`config.mk`:
```
export PLATFORM = sky130hd
export DESIGN_NAME = sync_fifo_ctrl
export DESIGN_NICKNAME = d
export VERILOG_FILES = /design/src/rtl/sync_fifo_pkg.sv /design/src/rtl/sync_fifo_ram.sv /design/src/rtl/sync_fifo_ctrl.sv
export SDC_FILE = /design/constraint.sdc
export NUM_CORES = 1
export LEC_CHECK = 0
export ABC_AREA = 0
export CELL_PAD_IN_SITES_DETAIL_PLACEMENT = 1
export CELL_PAD_IN_SITES_GLOBAL_PLACEMENT = 1
export CORE_MARGIN = 5
export CORE_UTILIZATION = 45
export DETAILED_ROUTE_END_ITERATION = 12
export MAX_ROUTING_LAYER = met4
export PLACE_DENSITY_LB_ADDON = 0.1
export REMOVE_ABC_BUFFERS = 1
export SETUP_SLACK_MARGIN = 0.15
export SYNTH_ARGS = -nofsm -noshare
export SYNTH_HDL_FRONTEND = slang
export SYNTH_SLANG_ARGS = --single-unit
```
`constraint.sdc`:
```
create_clock -name aclk -period 3.2 [get_ports aclk]
set_input_delay 0.64 -clock aclk [delete_from_list [all_inputs] [get_ports aclk]]
set_output_delay 0.64 -clock aclk [all_outputs]
set_load 0.02 [all_outputs]
```
`src/rtl/sync_fifo_pkg.sv`:
```
// sync_fifo_pkg: shared types and sizing helper for the sync FIFO controller and its RAM
package sync_fifo_pkg;
  typedef enum logic {OUT_EMPTY, OUT_VALID} out_state_e;
  function automatic int fifo_depth(input int aw);
    return 1 << aw;
  endfunction
endpackage

```
`src/rtl/sync_fifo_ram.sv`:
```
// sync_fifo_ram: single write port, combinational read port storage cleared by either reset
module sync_fifo_ram import sync_fifo_pkg::*; #(
  parameter int ADDR_WIDTH = 4,
  parameter int DATA_WIDTH = 16
) (
  input  logic                  aclk,
  input  logic                  aresetn,
  input  logic                  srst,
  input  logic                  wr_en,
  input  logic [ADDR_WIDTH-1:0] wr_addr,
  input  logic [DATA_WIDTH-1:0] wr_data,
  input  logic [ADDR_WIDTH-1:0] rd_addr,
  output logic [DATA_WIDTH-1:0] rd_data
);
  logic [DATA_WIDTH-1:0] mem_q [fifo_depth(ADDR_WIDTH)];
  logic [DATA_WIDTH-1:0] mem_d [fifo_depth(ADDR_WIDTH)];
  always_comb begin
    mem_d = srst ? '{default: '0} : mem_q;
    mem_d[wr_addr] = (wr_en & !srst) ? wr_data : mem_d[wr_addr];
  end
  always_ff @(posedge aclk or negedge aresetn)
    if (!aresetn) mem_q <= '{default: '0};
    else mem_q <= mem_d;
  assign rd_data = mem_q[rd_addr];
endmodule

```
`src/rtl/sync_fifo_ctrl.sv`:
```
// sync_fifo_ctrl: valid/ready FIFO with RAM storage plus a registered first-word-fall-through output stage
module sync_fifo_ctrl import sync_fifo_pkg::*; #(
  parameter int ADDR_WIDTH    = 4,
  parameter int DATA_WIDTH    = 16,
  parameter int AFULL_THRESH  = fifo_depth(ADDR_WIDTH) - 2,
  parameter int AEMPTY_THRESH = 2
) (
  input  logic                  aclk,
  input  logic                  aresetn,
  input  logic                  srst,
  input  logic                  s_valid,
  output logic                  s_ready,
  input  logic [DATA_WIDTH-1:0] s_data,
  output logic                  m_valid,
  input  logic                  m_ready,
  output logic [DATA_WIDTH-1:0] m_data,
  output logic [ADDR_WIDTH:0]   count,
  output logic                  almost_full,
  output logic                  almost_empty
);
  localparam int DEPTH = fifo_depth(ADDR_WIDTH);
  localparam int CW = ADDR_WIDTH + 1;
  logic [CW-1:0] wr_ptr_q, wr_ptr_d, rd_ptr_q, rd_ptr_d, ram_cnt_q, ram_cnt_d, count_q, count_d;
  logic [DATA_WIDTH-1:0] m_data_q, m_data_d, rd_data;
  logic s_ready_q, s_ready_d, almost_full_q, almost_full_d, almost_empty_q, almost_empty_d;
  logic push, load;
  out_state_e state_q, state_d;
  sync_fifo_ram #(.ADDR_WIDTH(ADDR_WIDTH), .DATA_WIDTH(DATA_WIDTH)) u_ram (
    .aclk(aclk), .aresetn(aresetn), .srst(srst),
    .wr_en(push), .wr_addr(wr_ptr_q[ADDR_WIDTH-1:0]), .wr_data(s_data),
    .rd_addr(rd_ptr_q[ADDR_WIDTH-1:0]), .rd_data(rd_data)
  );
  // load uses the registered RAM count, so a word is never loadable on the edge it is written
  always_comb begin
    push = s_valid & s_ready_q;
    load = (ram_cnt_q != '0) & ((state_q == OUT_EMPTY) | m_ready);
    wr_ptr_d = srst ? '0 : wr_ptr_q + CW'(push);
    rd_ptr_d = srst ? '0 : rd_ptr_q + CW'(load);
    ram_cnt_d = srst ? '0 : ram_cnt_q + CW'(push) - CW'(load);
    state_d = srst ? OUT_EMPTY : load ? OUT_VALID : m_ready ? OUT_EMPTY : state_q;
    m_data_d = srst ? '0 : load ? rd_data : m_data_q;
    count_d = ram_cnt_d + CW'(state_d == OUT_VALID);
    s_ready_d = !srst & (ram_cnt_d < CW'(DEPTH));
    almost_full_d = count_d >= CW'(AFULL_THRESH);
    almost_empty_d = count_d <= CW'(AEMPTY_THRESH);
  end
  always_ff @(posedge aclk or negedge aresetn)
    if (!aresetn) begin
      wr_ptr_q <= '0;
      rd_ptr_q <= '0;
      ram_cnt_q <= '0;
      count_q <= '0;
      state_q <= OUT_EMPTY;
      m_data_q <= '0;
      s_ready_q <= 1'b0;
      almost_full_q <= 1'b0;
      almost_empty_q <= 1'b1;
    end else begin
      wr_ptr_q <= wr_ptr_d;
      rd_ptr_q <= rd_ptr_d;
      ram_cnt_q <= ram_cnt_d;
      count_q <= count_d;
      state_q <= state_d;
      m_data_q <= m_data_d;
      s_ready_q <= s_ready_d;
      almost_full_q <= almost_full_d;
      almost_empty_q <= almost_empty_d;
    end
  assign s_ready = s_ready_q;
  assign m_valid = state_q == OUT_VALID;
  assign m_data = m_data_q;
  assign count = count_q;
  assign almost_full = almost_full_q;
  assign almost_empty = almost_empty_q;
endmodule

```
Word level (Yosys, flattened, before mapping)
Cells that the tools add are included.
{ "word_totals": {"reg_bits": 296, "out_inout_bits": 25, "wordCells": 67} }
{ "op_classes": {"n_addsub": 5, "order_cmp": 6, "muxes": 19, "n_bitwise": 8, "n_reduce_logical": 4} }
{ "ops": {"columns": ["op", "count"], "rows": [
  ["256-bit bitwise mux", 1],
  ["256-bit 2-to-1 mux", 1],
  ["16-bit binary-select mux with 4-bit select", 2],
  ["16-bit 2-to-1 mux", 8],
  ["16-bit demux with 4-bit select", 1],
  ["5-bit by 1-bit adder with 5-bit output", 4],
  ["5-bit 2-to-1 mux", 3],
  ["5-bit greater-or-equal comparator, second input constant", 2],
  ["4-bit NOT with 5-bit output", 2],
  ["5-bit by 4-bit greater-or-equal comparator with 1-bit output, second input constant", 1],
  ["5-bit by 2-bit <= comparator with 1-bit output, second input constant", 1],
  ["5-bit by 1-bit less-than comparator with 1-bit output, second input constant", 1],
  ["5-bit less-than comparator, second input constant", 1],
  ["5-bit nonzero test", 1],
  ["5-bit by 1-bit subtractor with 5-bit output", 1],
  ["1-bit AND", 4],
  ["1-bit 2-to-1 mux", 3],
  ["2-bit nonzero test", 1],
  ["1-bit logical AND", 1],
  ["1-bit zero test", 1],
  ["1-bit NOT", 1],
  ["1-bit bitwise OR", 1]
]} }

Depth between registers and ports, before layout
Gate-level depths: netlist of the first run.
{ "depth": {"ltp_word": 7, "depth_mapped": 13, "depth_no_buf": 12} }

By module
A second synthesis of the first run with hierarchy kept.
{ "hier_totals": {"cells_unflattened": 1494, "area_unflattened_um2": 16726.0} }
{ "modules_own_cells": {"columns": ["mod", "instances", "cells_per_inst", "area_per_inst_um2", "seq_area_each_um2"], "rows": [
  ["sync_fifo_ram", 1, 1349, 15006.9, 6406.1],
  ["sync_fifo_ctrl", 1, 145, 1719.1, 952.2]
]} }

Worst setup path before layout of the first run
Ideal clock, no wire load.
{ "synth_path": {"path_type": "input -> register", "from": "input port s_valid", "to": "register almost_empty_q (netlist: almost_empty)", "setup_time_ns": 0.122, "t_arrival_ns": 2.954, "t_required_ns": 3.078, "path_slack_ns": 0.124, "cell_stages": 10, "path_buffers": 1, "cell_sequence": "nand2_1 > clkbuf_1 > xnor2_1 > ha_1 > fa_1 > nor2b_1 > ha_1 > o2111ai_1 > xnor2_1 > a2111oi_0"} }
{ "synth_via": {"elab_chain_len": 6} }
{ "synth_lines": {"columns": ["element", "line", "rtl"], "rows": [
  ["start: declaration", "sync_fifo_ctrl.sv:11", "input logic s_valid,"],
  ["1-bit AND", "sync_fifo_ctrl.sv:35", "push = s_valid & s_ready_q;"],
  ["5-bit by 1-bit adder with 5-bit output", "sync_fifo_ctrl.sv:39", "ram_cnt_d = srst ? '0 : ram_cnt_q + CW'(push) - CW'(load);"],
  ["5-bit by 1-bit subtractor with 5-bit output", "sync_fifo_ctrl.sv:39", null],
  ["5-bit 2-to-1 mux", "sync_fifo_ctrl.sv:39", null],
  ["net ram_cnt_d[1]", "sync_fifo_ctrl.sv:23", "logic [CW-1:0] wr_ptr_q, wr_ptr_d, rd_ptr_q, rd_ptr_d, ram_cnt_q, ram_cnt_d, count_q, count_d;"],
  ["5-bit by 1-bit adder with 5-bit output", "sync_fifo_ctrl.sv:42", "count_d = ram_cnt_d + CW'(state_d == OUT_VALID);"],
  ["net count_d[4]", "sync_fifo_ctrl.sv:23", null],
  ["5-bit by 2-bit <= comparator with 1-bit output", "sync_fifo_ctrl.sv:45", "almost_empty_d = count_d <= CW'(AEMPTY_THRESH);"],
  ["net almost_empty_d", "sync_fifo_ctrl.sv:25", "logic s_ready_q, s_ready_d, almost_full_q, almost_full_d, almost_empty_q, almost_empty_d;"],
  ["end signal: assignment", "sync_fifo_ctrl.sv:67", "almost_empty_q <= almost_empty_d;"],
  ["end: declaration", "sync_fifo_ctrl.sv:25", null]
]} }
The timed path passes the listed nets, and every way through them passes these cells.
A chain may end at the register's enable or synchronous reset.

Worst setup path after layout of the first run
{ "layout_path": {"from": "register ram_cnt_q[2]", "to": "register almost_full_q (netlist: almost_full)"} }
{ "layout_via": {"elab_chain_len": 6, "word_cells_on_any_way": 9, "cone_classes": "add/sub: 3; order compare: 1; mux: 3; bitwise: 1; reduce/logical: 1"} }
{ "layout_lines": {"columns": ["element", "line", "rtl"], "rows": [
  ["start: declaration", "sync_fifo_ctrl.sv:23", null],
  ["start signal: assignment", "sync_fifo_ctrl.sv:61", "ram_cnt_q <= ram_cnt_d;"],
  ["parallel branches: the longest is 2 deep, another holds 5-bit by 1-bit adder with 5-bit output", null, null],
  ["5-bit by 1-bit subtractor with 5-bit output (*)", "sync_fifo_ctrl.sv:39", null],
  ["5-bit 2-to-1 mux (*)", "sync_fifo_ctrl.sv:39", null],
  ["net ram_cnt_d[3]", "sync_fifo_ctrl.sv:23", null],
  ["5-bit by 1-bit adder with 5-bit output (*)", "sync_fifo_ctrl.sv:42", null],
  ["net count_d[3]", "sync_fifo_ctrl.sv:23", null],
  ["5-bit by 4-bit greater-or-equal comparator with 1-bit output (*)", "sync_fifo_ctrl.sv:44", "almost_full_d = count_d >= CW'(AFULL_THRESH);"],
  ["net almost_full_d", "sync_fifo_ctrl.sv:25", null],
  ["end signal: assignment", "sync_fifo_ctrl.sv:66", "almost_full_q <= almost_full_d;"],
  ["end: declaration", "sync_fifo_ctrl.sv:25", null]
]} }
Mark *: on every way through the listed nets, which the timed path passes.

==> results of run 1 <==
==> layer usage <==
layer / share of wire, % / global-route usage [%]
met3: 5.9 / 4.26
met4: 2.4 / 7.64
met1: 44 / 40.5
met2: 47 / 45.1
met5: 0 / -
==> area by class of cell <==
type	instances	area [µm²]	area share (%)
inverters	9	38.8	0.202
repair buffers	160	1430	7.44
well taps	468	586	3.05
flip-flops and latches	294	7370	38.4
clock inverters	8	125	0.652
clock buffers	58	1100	5.75
multi-input cells	1104	8540	44.5
==> layout by cell type, fill, tap and decap left out, drive strengths merged, types with 3 or more instances in the layout <==
master	n
a22oi	82
xnor2	8
clkdlybuf4s50	43
clkbuf	58
a2111oi	3
dfrtp	293
a32o	5
a21o	48
o31ai	73
o22ai	18
mux2i	56
nand2b	9
mux2	37
nor4b	3
nor4bb	3
nand2	101
inv	11
nor2	70
buf	117
ha	11
bufinv	3
nor3b	3
xor2	3
a21oi	45
mux4	89
o21ai	160
nor3	7
nand3b	3
nor2b	11
nand3	174
a31oi	34
a32oi	3
and3	3
o221ai	3
and2	6
==> logic make-up after synthesis <==
family                     Yosys count
AOI/OAI and AO/OA                  495
and+or+nand+nor                    404
DFF                                294
muxes                              182
buffers and inverters              175
adders and majority gates           12
xor gates and xnor gates            11
==> state kept, by name (all words and copies together), names as in the netlist <==
| register | count |
|---|---|
| s_ready | 1 |
| ram_cnt_q | 5 |
| m_valid | 1 |
| u_ram.mem_q | 256 |
| wr_ptr_q | 4 |
| rd_ptr_q | 4 |
| almost_empty | 1 |
| m_data | 16 |
| count | 5 |
| almost_full | 1 |
==> final timing paths <==
path / from / end / slack (ns) / cells after the start
hold / removal: aresetn / ram_cnt_q[0]$_DFF_PN0_ / 0.09 / 1
min in group aclk: m_data[3]$_DFFE_PN0P_ / m_data[3]$_DFFE_PN0P_ / 0.47 / 1
setup / recovery: ram_cnt_q[2]$_DFF_PN0_ / almost_full$_DFF_PN0_ / 0.23 / 15
max in group asynchronous: aresetn / u_ram.mem_q[34]$_DFF_PN0_ / 2.27 / 2
hold reg to reg: m_data[3]$_DFFE_PN0P_ / m_data[3]$_DFFE_PN0P_ / 0.47 / 1
setup reg to reg: ram_cnt_q[2]$_DFF_PN0_ / almost_full$_DFF_PN0_ / 0.23 / 15
==> power breakdown <==
part,leakage (nW),internal [mW],switching (mW)
logic,3.05,1.35,1.78
clock network,0.600,2.61,1.69
registers,4.07,3.91,0.334
total,7.72,7.88,3.80
==> metrics by stage <==
| stage | instance area [µm²] | TNS (ns) | worst slack [ns] |
|---|---|---|---|
| finish | 19200 | 0 | 0.228 |
| global route | 19200 | 0 | 0.0776 |
| CTS | 19100 | 0 | 0.158 |
| detailed placement | 17900 | -1.21 | -0.376 |
| global placement | 17900 | -0.859 | -0.256 |
| floorplan | 15900 | -367.28 | -2.29 |
==> critical path: stages, from the launching register on <==
cell,delay [ns]
dfrtp_1,0.37
inv_1,0.07
ha_1,0.22
nor4b_4,0.14
nor2b_2,0.16
buf_4,0.13
buf_4,0.12
nand2_1,0.10
buf_4,0.15
ha_1,0.28
nand3_1,0.11
and3_1,0.23
o21a_1,0.23
xnor2_1,0.17
buf_4,0.15
a31o_2,0.22
==> timing repair <==
action                     CTS  global route
pin swaps                    0             3
cloned                       0             0
gates resized for setup      5            11
setup endpoints to repair    2             4
buffers inserted             0             3
==> metrics, run 1 <==
Avg Synthesized Cell Area=10.6 µm²; setup violators final=0; Area Overhead vs Synth=15.0%; total CTS buffers=37; final WL=58.4 mm; post-synthesis adder-cell area fraction=0.944%; Worst-path clk slew=0.06 ns; Leak=7.72 nW; Clock Tree Buf Depth=3; startpoint types=register; Port Buffers=45; CTS sink count=294; Pins Over Slew Limit=0; final period utilization=92.9%; overall power=11.7 mW; crit path DAT=3.40 ns; Core Region=36600 µm²; Post-DP HPWL=37.5 mm; mapped cell area=16700 µm²; worst min-delay path category=primary input to async pin; most instantiated cells after synthesis=293 x dfrtp_1, 174 x nand3_1, 152 x o21ai_0; Synth Area in XOR/XNOR=0.577%; final std cells w/o fill=2101; Hold Buf Count CTS=0; Cells after DPL=2032; Cell variety after synth=77; H-tree depth=2; warning count from the yosys run=0; Final Critical Period=2.97 ns; Vias/cell=6.59; row cnt=70; number of global-route vias before repair=14500; Post-Synth Simple-Gate Area=11.7%; relative slew slack=18.6%; Clock Skews=0.0274 ns; WHS=0.0866 ns; mux contribution to synthesized area=17.9%; Initial DRC Count=1030; die width=203 µm; top_reg_cell synth=dfrtp_1; Synth Register Bits=294; Post-Synthesis Cells=1573; Vias=13800; final number of hold-violating endpoints=0; top achievable clock speed=337 MHz; largest area contributor in the netlist=dfrtp_1; Overflow after GRT=0; post-synthesis compound-gate area fraction=19.5%; worst-margin pin slew=1.22 ns; clk_lat worst skew=0.56 ns; CP required=3.63 ns; Final GP Congestion=0.862; ys async rst share=100%; status=finished clean; first-pass GRT wire length=90.1 mm; share of cells above drive strength 1=20.5%; # DRC=0; clock root buffer=clkbuf_16; Seq/Total Area, Yosys=44.1%; Antenna Cells=0; DR WL/cell=27.8 µm; largest net degree at the start of global routing=135; CP Capture Type=register; initial antenna violation count=0; die extent in y=203 µm; Worst IR Drop VDD=0.323 mV; WS Path Type=register to register; Ports=46; Yosys top cell area share=43.9%; Max-cap violations=0; CTS tree=done; largest family of logic cells by synthesized area=compound AO/OA/AOI/OAI gates; Final Net Count=1639; Filler Cell Count=3927; drt first pass iters=5; total global-route track usage=29.0%; power density cells=608 nW/µm²; starting density of the core=45.6%; DRT antenna net count=0; top area cells in the synthesized netlist=dfrtp_1 44%, mux4_2 12%, nand3_1 5.2%, o21ai_0 4.6%, a22oi_1 3.6%; most common cell in the netlist=dfrtp_1; RSZ-0062 raised after global routing=yes; crit-path max FO=5; fin util=52.5%; EDFF count, synth=0; die area=41000 µm²
(Power assumes the default switching activity.)
==> run 2, diff against run 1 <==
- CTS_BUF_LIST: unset -> sky130_fd_sc_hd__clkbuf_8 sky130_fd_sc_hd__clkbuf_16
==> run 2 against run 1 <==
Worst setup slack lost 0.0053 ns. First-iteration DRC count grew 0.97%. Design area is the same. Clock skew grew 0.0071 ns. Maximum frequency shrank 0.18%. Sequential cell count is the same. Critical path depth is the same. Largest cell class unchanged. Largest power group unchanged. Highest routed layer unchanged.
==> metrics, run 2 (synthesis gave the netlist of run 1 again) <==
Final Net Count=1639 (unchanged); die extent in y=203 µm (unchanged); commonest cells after routing, fill and taps aside=288 x dfrtp_1, 174 x nand3_1, 152 x o21ai_0; CP Capture Type=register; Core Region=36600 µm² (unchanged); Final GP Congestion=0.862 (unchanged); Critical path buffers and inverters=5 (unchanged); Vias=13800 (-0.036%); final number of hold-violating endpoints=0 (unchanged); top achievable clock speed=336 MHz (-0.18%); Flop pwr share=36.5% (about the same); Overflow after GRT=0 (unchanged); worst-margin pin slew=1.23 ns (+0.0131 ns); WS Path Type=register to register; fin util=52.5% (unchanged); H-tree depth=2 (unchanged); Net Sw Frac=32.7% (+0.15 points); r2r worst-path depth=15 (unchanged); most common cell after layout, fill and taps aside=dfrtp_1; CP required=3.63 ns (about the same); starting density of the core=45.6% (unchanged); largest net degree at the start of global routing=135 (unchanged); total CTS buffers=37 (unchanged); total global-route track usage=29.0% (unchanged); flop2flop setup slack=0.22 ns (about the same); Clock power frac=36.6% (-0.2 points); Area Overhead vs Synth=15.0% (unchanged); Most flops, register=u_ram.mem_q; clock root buffer=clkbuf_16; Ports=46 (unchanged); worst min-delay path category=primary input to async pin; Pins Over Slew Limit=0 (unchanged); DRT antenna net count=0 (unchanged); final period utilization=93.0% (+0.16 points); drt first pass iters=5 (unchanged); Comb power frac=26.9% (about the same); Max-cap violations=0 (unchanged); die width=203 µm (unchanged); WHS=0.0856 ns (-0.00109 ns); row cnt=70 (unchanged); crit path cell chain=inv_1, ha_1, nor4b_4, nor2b_2, buf_4, buf_4, nand2_1, buf_4, ha_1, nand3_1, and3_1, o21a_1, xnor2_1, buf_4, a31o_2; critical path's largest stage delay=0.37 ns (about the same); status=finished clean; Clock Tree Buf Depth=3 (unchanged); first-pass GRT wire length=90.1 mm (unchanged); share of cells above drive strength 1=20.5% (unchanged); startpoint types=register; RSZ-0062 raised after global routing=yes; Crit path top cell by count=buf_4; Final Critical Period=2.98 ns (+0.00528 ns); Leak=7.77 nW (+0.59%); final WL=58.5 mm (about the same); # DRC=0 (unchanged); number of global-route vias before repair=14500 (+0.021%); CTS tree=done; clk_lat worst skew=0.57 ns (about the same); power density cells=607 nW/µm² (-0.24%); Post-DP HPWL=37.5 mm (unchanged); setup violators final=0 (unchanged); Worst R2R End=almost_full$_DFF_PN0_; slowest CP cell=dfrtp_1; max FFs per register=256 (unchanged); Setup WS pre-CTS=-0.376 ns (unchanged); Worst IR Drop VDD=0.324 mV (+0.18%); Port Buffers=45 (unchanged); Top Family by Delay on Critical Path=simple AND/OR/NAND/NOR gates; Vias/cell=6.58 (about the same); P_sw=3.81 mW (+0.21%); Final Worst Setup Slack=0.223 ns (-0.00528 ns); relative slew slack=17.7% (-0.88 points); Initial DRC Count=1040 (+0.97%); Clock Skews=0.0346 ns (+0.00710 ns); Critical R2R Launch=ram_cnt_q[2]$_DFF_PN0_; crit path DAT=3.41 ns (about the same); Worst-path clk slew=0.06 ns (about the same); CTS sink count=294 (unchanged); Antenna Cells=0 (unchanged); die area=41000 µm² (unchanged); crit-path max FO=5 (unchanged); initial antenna violation count=0 (unchanged); DR WL/cell=27.8 µm (about the same); total internal power=7.84 mW (-0.46%)
==> run 2: cell types whose count changed in the layout (fill, tap and decap cells not counted) <==
cell	change
clkbuf_1	-11
inv_1	+11
==> run 2: through the flow <==
step                      TNS [ns]  std cells  power [mW]  instance area [µm²]
final                            0       2101        11.7                19200
after global routing             0       2101        12.1                19200
after CTS                        0       2098        11.6                19100
after detailed placement     -1.21       2032        7.23                17900
after global placement      -0.859       2032        7.17                17900
after floorplan            -367.28       1407        5.81                15900
==> run 2: final cells by class <==
type,count,area [µm²]
well taps,468,586
multi-input cells,1104,8540
inverters,9,38.8
clock inverters,19,166
clock buffers,47,1060
flip-flops and latches,294,7370
fillers,3927,17400
repair buffers,160,1430
==> run 2: power by group through the flow <==
| stage | combinational [mW] | clock (mW) | sequential, mW |
|---|---|---|---|
| after floorplan | 1.33 | 0 | 4.47 |
| final | 3.13 | 4.27 | 4.25 |
| after global routing | 3.33 | 4.50 | 4.27 |
| after detailed placement | 2.93 | 0 | 4.30 |
| after CTS | 2.99 | 4.34 | 4.24 |
| after global placement | 2.88 | 0 | 4.29 |
==> run 2: what timing repair did <==
action                                  4_1_cts  5_1_grt
gates cloned                                  0        0
setup buffers                                 0        3
pin swaps                                     0        3
resized for setup                             5       11
hold buffers                                  0        0
endpoints found under the setup margin        2        4
==> run 2: worst max-delay path by stage <==
stage / from / to / slack [ns] / cells after the start
6_report: ram_cnt_q[2]$_DFF_PN0_ / almost_full$_DFF_PN0_ / 0.22 / 15
4_1_cts: ram_cnt_q[3]$_DFF_PN0_ / almost_full$_DFF_PN0_ / 0.16 / 14
3_5_place_dp: m_ready / almost_empty$_DFF_PN1_ / -0.38 / 11
5_1_grt: ram_cnt_q[2]$_DFF_PN0_ / almost_full$_DFF_PN0_ / 0.08 / 14
3_3_place_gp: m_ready / almost_empty$_DFF_PN1_ / -0.26 / 11
2_1_floorplan: srst / u_ram.mem_q[135]$_DFF_PN0_ / -2.29 / 5
==> run 2: routing by layer <==
layer	vias to the layer above	share of wire [%]	GRT usage, %
li1	6054	-	-
met1	7257	45	40.5
met2	434	47	45.1
met3	88	5.7	4.26
met4	0	2.3	7.64
met5	-	0	-
